**config.mk**
```make
export PLATFORM = sky130hd
export DESIGN_NAME = five_bit_counter_driver_flat
export DESIGN_NICKNAME = d
export VERILOG_FILES = /design/src/rtl/five_bit_counter_driver_if.sv /design/src/rtl/five_bit_counter_driver.sv /design/src/flat_wrapper.sv
export SDC_FILE = /design/constraint.sdc
export NUM_CORES = 1
export LEC_CHECK = 0
export BUFFER_PORTS_ARGS = -buffer_cell sky130_fd_sc_hd__buf_2
export CAP_MARGIN = 20
export CORE_MARGIN = 5
export CORE_UTILIZATION = 29
export DETAILED_ROUTE_END_ITERATION = 12
export HOLD_SLACK_MARGIN = 0.1
export SYNTH_ARGS = -nofsm -noshare
export SYNTH_HDL_FRONTEND = slang
export SYNTH_SLANG_ARGS = --single-unit
```
**constraint.sdc**
```tcl
create_clock -name clock -period 2.7 [get_ports clock]
set_clock_uncertainty 0.2 [all_clocks]
set_input_delay 0.27 -clock clock [delete_from_list [all_inputs] [get_ports clock]]
set_output_delay 0.27 -clock clock [all_outputs]
set_load 0.005 [all_outputs]
```
**src/rtl/five_bit_counter_driver_if.sv**
```systemverilog
// Bus between the counter driver (master) and a 5-bit up/down counter (slave):
// data/strobe outputs towards the counter and registered value/flag feedback.
interface five_bit_counter_driver_if #(
    parameter int unsigned WIDTH = 5
);
    logic [WIDTH-1:0] in;
    logic             load;
    logic             up;
    logic             down;
    logic [WIDTH-1:0] counter_fb;
    logic             low_fb;
    logic             high_fb;

    modport master (
        output in, load, up, down,
        input  counter_fb, low_fb, high_fb
    );

    modport slave (
        input  in, load, up, down,
        output counter_fb, low_fb, high_fb
    );
endinterface

```
**src/rtl/five_bit_counter_driver.sv**
```systemverilog
// Command-side master for a 5-bit up/down counter: loads a start value, then steps it to a target.
// Optional macro COUNTER_DRV_FLAG_CHECK_EN adds a low/high flag consistency check in CHECK.
module five_bit_counter_driver #(
    parameter int unsigned WIDTH   = 5,
    parameter int unsigned TIMEOUT = 40
) (
    input  logic                   clock,
    input  logic                   rst_n,
    input  logic                   start,
    input  logic [1:0]             mode,
    input  logic [WIDTH-1:0]       init_val,
    input  logic [WIDTH-1:0]       target,
    output logic                   busy,
    output logic                   done,
    output logic                   error,
    five_bit_counter_driver_if.master bus
);

    localparam logic [WIDTH-1:0] MaxVal     = '1;
    localparam logic [5:0]       TimeoutCnt = 6'(TIMEOUT);

    typedef enum logic [2:0] {
        StIdle,
        StLoad,
        StCheck,
        StStepUp,
        StStepDn,
        StDone
    } state_e;

    state_e           state_q;
    logic [WIDTH-1:0] in_q;
    logic [WIDTH-1:0] target_q;
    logic [5:0]       step_q;
    logic             load_q;
    logic             up_q;
    logic             down_q;
    logic             busy_q;
    logic             done_q;
    logic             error_q;
    logic             flag_bad;

`ifdef COUNTER_DRV_FLAG_CHECK_EN
    assign flag_bad = (bus.low_fb  != (bus.counter_fb == '0)) ||
                      (bus.high_fb != (bus.counter_fb == MaxVal));
`else
    logic unused_flags;
    assign unused_flags = bus.low_fb ^ bus.high_fb;
    assign flag_bad     = 1'b0;
`endif

    // All outputs are registered and decoded from the state being entered.
    always_ff @(posedge clock or negedge rst_n) begin
        if (!rst_n) begin
            state_q  <= StIdle;
            in_q     <= '0;
            target_q <= '0;
            step_q   <= '0;
            load_q   <= 1'b0;
            up_q     <= 1'b0;
            down_q   <= 1'b0;
            busy_q   <= 1'b0;
            done_q   <= 1'b0;
            error_q  <= 1'b0;
        end else begin
            load_q  <= 1'b0;
            up_q    <= 1'b0;
            down_q  <= 1'b0;
            done_q  <= 1'b0;
            error_q <= 1'b0;
            unique case (state_q)
                StIdle: begin
                    if (start) begin
                        in_q   <= init_val;
                        step_q <= '0;
                        unique case (mode)
                            2'b00:   target_q <= target;
                            2'b01:   target_q <= '0;
                            2'b10:   target_q <= MaxVal;
                            default: target_q <= init_val;
                        endcase
                        load_q  <= 1'b1;
                        busy_q  <= 1'b1;
                        state_q <= StLoad;
                    end
                end
                StLoad: begin
                    state_q <= StCheck;
                end
                StCheck: begin
                    if (flag_bad || (bus.counter_fb == target_q) || (step_q == TimeoutCnt)) begin
                        done_q  <= 1'b1;
                        error_q <= flag_bad || (bus.counter_fb != target_q);
                        busy_q  <= 1'b0;
                        state_q <= StDone;
                    end else if (bus.counter_fb < target_q) begin
                        up_q    <= 1'b1;
                        state_q <= StStepUp;
                    end else begin
                        down_q  <= 1'b1;
                        state_q <= StStepDn;
                    end
                end
                StStepUp, StStepDn: begin
                    if (step_q != 6'h3f) begin
                        step_q <= step_q + 6'd1;
                    end
                    state_q <= StCheck;
                end
                StDone: begin
                    state_q <= StIdle;
                end
                default: begin
                    busy_q  <= 1'b0;
                    state_q <= StIdle;
                end
            endcase
        end
    end

    assign bus.in   = in_q;
    assign bus.load = load_q;
    assign bus.up   = up_q;
    assign bus.down = down_q;
    assign busy     = busy_q;
    assign done     = done_q;
    assign error    = error_q;

endmodule

```
**src/flat_wrapper.sv**
```systemverilog
// flat-port wrapper written by rule: the top's interface ports become plain ports
module five_bit_counter_driver_flat 
#(
    parameter int unsigned WIDTH   = 5,
    parameter int unsigned TIMEOUT = 40
)
  (clock, rst_n, start, mode, init_val, target, busy, done, error, bus_in, bus_load, bus_up, bus_down, bus_counter_fb, bus_low_fb, bus_high_fb);
  five_bit_counter_driver_if #(.WIDTH(WIDTH)) bus_i ();
  input  logic clock;
  input  logic rst_n;
  input  logic start;
  input  logic [1:0] mode;
  input  logic [WIDTH-1:0] init_val;
  input  logic [WIDTH-1:0] target;
  output logic busy;
  output logic done;
  output logic error;
  output wire logic [$bits(bus_i.in)-1:0] bus_in;
  output wire logic [$bits(bus_i.load)-1:0] bus_load;
  output wire logic [$bits(bus_i.up)-1:0] bus_up;
  output wire logic [$bits(bus_i.down)-1:0] bus_down;
  input wire logic [$bits(bus_i.counter_fb)-1:0] bus_counter_fb;
  input wire logic [$bits(bus_i.low_fb)-1:0] bus_low_fb;
  input wire logic [$bits(bus_i.high_fb)-1:0] bus_high_fb;
  assign bus_in = bus_i.in;
  assign bus_load = bus_i.load;
  assign bus_up = bus_i.up;
  assign bus_down = bus_i.down;
  assign bus_i.counter_fb = bus_counter_fb;
  assign bus_i.low_fb = bus_low_fb;
  assign bus_i.high_fb = bus_high_fb;
  five_bit_counter_driver #(.WIDTH(WIDTH), .TIMEOUT(TIMEOUT)) u_core (.clock(clock), .rst_n(rst_n), .start(start), .mode(mode), .init_val(init_val), .target(target), .busy(busy), .done(done), .error(error), .bus(bus_i));
endmodule
```
==> Word level (Yosys, flattened, before mapping) <==
Cells that the tools add are included.
{ "word_totals": {"regBits": 25, "latchBits": 0, "out_inout_bits": 11, "ram_bits": 0, "mem_count": 0, "rom_bits": 0, "elab_cells": 60} }
{ "op_classes": {"shifts": 0, "magnitude_cmp": 1, "div_mod_pow": 0, "reduce_logical": 10, "bitwise_logic": 1, "n_mul": 0, "n_mux": 23, "eq_ne": 14, "addsub": 1} }
{ "op_table": {"columns": ["op", "count"], "rows": [
  ["case mux 5 bit (3 select lines)", 1],
  ["2-to-1 mux 1 bit", 14],
  ["2-to-1 mux 6 bit", 2],
  ["case mux 6 bit (2 select lines)", 1],
  ["2-to-1 mux 3 bit", 3],
  ["case mux 3 bit (3 select lines)", 1],
  ["adder 6 x 1 -> 6 bit, second input constant", 1],
  ["equality test 3 x 2 -> 1 bit, second input constant", 2],
  ["equality test 3 bit, second input constant", 2],
  ["equality test 6 bit, second input constant", 1],
  ["inequality test 6 bit, second input constant", 1],
  ["AND reduction 3 bit", 2],
  ["equality test 5 bit", 1],
  ["less-than comparator 5 bit", 1],
  ["inequality test 5 bit", 1],
  ["inequality test 2 x 1 -> 1 bit, second input constant", 2],
  ["OR reduction 4 bit", 1],
  ["equality test 3 x 1 -> 1 bit, second input constant", 1],
  ["zero test 3 bit", 1],
  ["case mux 1 bit (3 select lines)", 1],
  ["OR reduction 3 bit", 1],
  ["equality test 2 x 1 -> 1 bit, second input constant", 1],
  ["equality test 2 bit, second input constant", 1],
  ["zero test 2 bit", 1],
  ["6 further kinds", 6]
]} }

==> Depth between registers and ports, before layout <==
{ "logic_depth": {"ltp_word": 4, "mapped_depth": 6, "ltp_nobuf": 6} }

==> Least setup slack after synthesis <==
No wires, ideal clock.
{ "synth_path": {"kind": "reg-to-reg", "from": "reg u_core.state_q[1]", "to": "reg u_core.step_q[5]", "stages_incl_launch_ff": 6, "slack_ns": 0.777, "setup_ns": 0.077, "t_arrival_ns": 1.646, "t_required_ns": 2.423, "cell_sequence": "dfrtp_1 buf_6 or3b_4 o2bb2ai_2 or4_1 a21oi_1"} }
{ "synth_between": {"elab_chain_len": 4} }
{ "synth_rtl": {"columns": ["item", "line_no", "rtl"], "rows": [
  ["start, declared", "five_bit_counter_driver.sv:31", "state_e state_q;"],
  ["start signal, assigned", "five_bit_counter_driver.sv:55", "state_q <= StIdle;"],
  ["start signal, assigned", "five_bit_counter_driver.sv:84", "state_q <= StLoad;"],
  ["start signal, assigned", "five_bit_counter_driver.sv:88", "state_q <= StCheck;"],
  ["equality test 3 x 2 -> 1 bit or equality test 3 bit (tied branches)", "five_bit_counter_driver.sv:71", "unique case (state_q)"],
  ["OR reduction 2 bit", null, null],
  ["inequality test 2 x 1 -> 1 bit (no line) or nonzero test 2 bit (tied branches)", null, null],
  ["AND reduction 3 bit (no line)", null, null],
  ["end signal, assigned", "five_bit_counter_driver.sv:106", "step_q <= step_q + 6'd1;"],
  ["end, declared", "five_bit_counter_driver.sv:34", "logic [5:0] step_q;"]
]} }
Parallel ways exist; a longest one is shown, timed or not.
A chain may end at the register's enable or synchronous reset.

==> Final worst setup path <==
Ends and elaborated chain as after synthesis.

==> impl_metrics.toml <==
[die]
std_cell_rows = 24
start_util_pct = 29.28
dieHeight_microns = 75.85
die-area_sq_um = 5753
boundaryPins = 33
core_area_sq_um = 4294
dieWidth_microns = 75.85

[critical_path]
r2r-end = "u_core.step_q[5]$_DFFE_PN0P_"
worst_setup_path_start_kind = "register"
cp_max_fo = 10
cp-end-kind = "register"
path_class = "reg2reg"
reg2regPathDepth = 4
reg2reg_slack_ns = 0.68
crit_required_ns = 2.69
regToRegStartpoint = "u_core.state_q[1]$_DFFE_PN0P_"
cp.arrival_ns = 2.01

[global_route]
grt_util_all_layers_pct = 10.28
antenna_found_initial = 0
overflow = 0
grt_pass1_vias = 1062
grt_pass1_wl_microns = 4643
grt_max_degree = 26

[synth]
ys_seq_area_share_pct = 49.75
synth-seq-cells = 25
synthSimpleGateAreaFrac_pct = 19.90
yosysUniqueCellTypes = 32
synth_xor_area_share_pct = 0
synth-adder-area-share_pct = 6.965
avgSynthCellArea_sq_um = 9.455
yosysWarningCount = 0
synth_top_family_by_area = "simple AND/OR/NAND/NOR gates"
syn_area_sq_um = 1257
syn_nets = 162
synth_mux_area_share_pct = 0
synth-compound-area-share_pct = 17.31
synth_cells = 133

[clock_tree]
cts_tree = "yes"
htreeDepth = 1
root_buffer = "clkbuf_8"
numCtsBuffers = 3
clk_latency_ns = 0.26
cts_setup_buffers = 0
clk_pin_slew_ns = 0.08
cts_buffer_depth = 2
clock_sinks = 25

[hold_path]
hold_end = "u_core.target_q[1]$_DFFE_PN0P_"
worstHoldStart = "target[1]"
min_path_type = "in2reg"
worstHoldPathCells = 3

[place]
place_ws_ns = 0.6964
place.gp.congestion = 0.7410
io_buffer_count = 30
hpwlAfterDp_microns = 2007

[sta]
worst_slack_ns = 0.6812
period_minus_slack_ns = 2.019
slew_headroom_pct = 62.58
setup_tns_ns = 0
setup_viol = 0
final-max-slew-violation-count = 0
hold_viol = 0
period_share_pct = 74.77
grt_setup_unrepaired = "no"
fmax_mhz = 495.3
tightest_slew_ns = 0.5612

[route]
drt-pass1-iter-count = 4
drcViolationCount = 0
via_count = 1050
routed_wl_microns = 2646
vias_per_cell = 4.730
wl_per_cell_microns = 11.92
drt_iter0_drc = 27
antenna_left = 0

[power_and_ir_drop]
power.density_nw_per_um2 = 883.8
p_leak_uw = 0.0007599
finalPower_uw = 1377
peakVddDrop_v = 0.0002781

[run_status]
status = "complete, no violations"

[finish]
nNetsFinal = 200
area_growth_pct = 23.88
fin_util_pct = 36.28
drive_gt1_share_pct = 21.18
final_common_cell = "buf_2"
diodes = 0
most-common-layout-cells = "30 x buf_2, 25 x dfrtp_1, 23 x nand2_1"

[job]
maxCapViolations = 0
[how the worst max path moves through the flow]
stage                                              from                            to  slack, ns  cells past startpoint
final                     u_core.state_q[1]$_DFFE_PN0P_  u_core.step_q[5]$_DFFE_PN0P_       0.68                      4
after global routing      u_core.state_q[1]$_DFFE_PN0P_  u_core.step_q[5]$_DFFE_PN0P_       0.61                      4
after CTS                 u_core.state_q[1]$_DFFE_PN0P_  u_core.step_q[5]$_DFFE_PN0P_       0.67                      4
after detailed placement  u_core.state_q[1]$_DFFE_PN0P_  u_core.step_q[5]$_DFFE_PN0P_       0.70                      4
after global placement    u_core.state_q[1]$_DFFE_PN0P_  u_core.step_q[5]$_DFFE_PN0P_       0.70                      4
after floorplan           u_core.state_q[1]$_DFFE_PN0P_  u_core.step_q[5]$_DFFE_PN0P_       0.78                      5
[worst max-delay path: stages (launching register included)]
cell       delay, ns
dfrtp_1         0.46
or3b_4          0.44
o2bb2ai_2       0.20
or4_1           0.49
a21oi_1         0.16
[layer usage]
layer	global-route usage (%)	routed length, microns
met3	2.507	141
met1	13.78	1275
met5	0	0
met2	17.02	1213
met4	1.748	15
[power breakdown]
group | leakage, uW | switching, uW | total, uW | internal [uW]
combinational | 0.000414 | 298 | 538 | 240
clock | 0.0000228 | 113 | 218 | 105
sequential | 0.000323 | 107 | 621 | 514
[cell families (layout without fill, tap and decap cells)]
family | after synthesis | in the layout
AOI/OAI and AO/OA | 33 | 33
buffers and inverters | 17 | 54
DFF | 25 | 25
and+or+nand+nor | 51 | 51
adders and majority gates | 7 | 7
[final cells by class]
type	count	area (sq um)
clock buffers	4	45.04
fillers	457	2736
inverters	13	48.80
multi-input cells	91	555.5
flip-flops and latches	25	625.6
well taps	52	65.06
repair buffers	37	217.7
[registers in the layout, summed over array words and instances (netlist names)]
signal / count
u_core.step_q: 6
u_core.bus.in: 5
u_core.target_q: 5
u_core.state_q: 3
u_core.bus.down: 1
u_core.bus.load: 1
u_core.bus.up: 1
u_core.busy: 1
u_core.done: 1
u_core.error: 1
[synthesized netlist by cell type]
cell	n	area share (%)
a21o_1	1	0.60
o31ai_1	2	1.2
o22a_1	1	0.70
nand3b_1	2	1.2
o2bb2ai_2	1	1.2
buf_6	1	0.90
o221ai_1	5	3.5
ha_1	7	7.0
a21boi_0	1	0.60
o21ai_0	11	4.4
or3b_4	1	0.90
or3_1	2	0.99
o21ai_1	1	0.40
nand4_1	1	0.50
or4_1	1	0.60
nor3b_1	2	1.2
nor3_1	2	0.80
inv_1	13	3.9
a211oi_1	1	0.60
nand3_1	6	2.4
o2bb2ai_1	1	0.70
nand2_1	23	6.9
buf_4	1	0.60
nor2_1	6	1.8
dfrtp_1	25	50
nor2b_1	4	2.0
a21oi_1	6	2.4
clkbuf_1	1	0.30
a31oi_1	1	0.50
buf_2	1	0.40
nand4b_1	1	0.70
o211ai_1	1	0.60
[timing repair]
action                    CTS  global route
hold endpoints to repair   30             0
gates resized for setup     0             0
hold buffers                6             0
[metrics by stage]
step	area, sq um	std cells	hold slack [ns]
global placement	1453	212	0.09129
floorplan	1257	133	-0.2256
global route	1558	222	0.1678
detailed placement	1453	212	0.09559
finish	1558	222	0.1253
CTS	1558	222	0.1277
(Power assumes the default switching activity.)
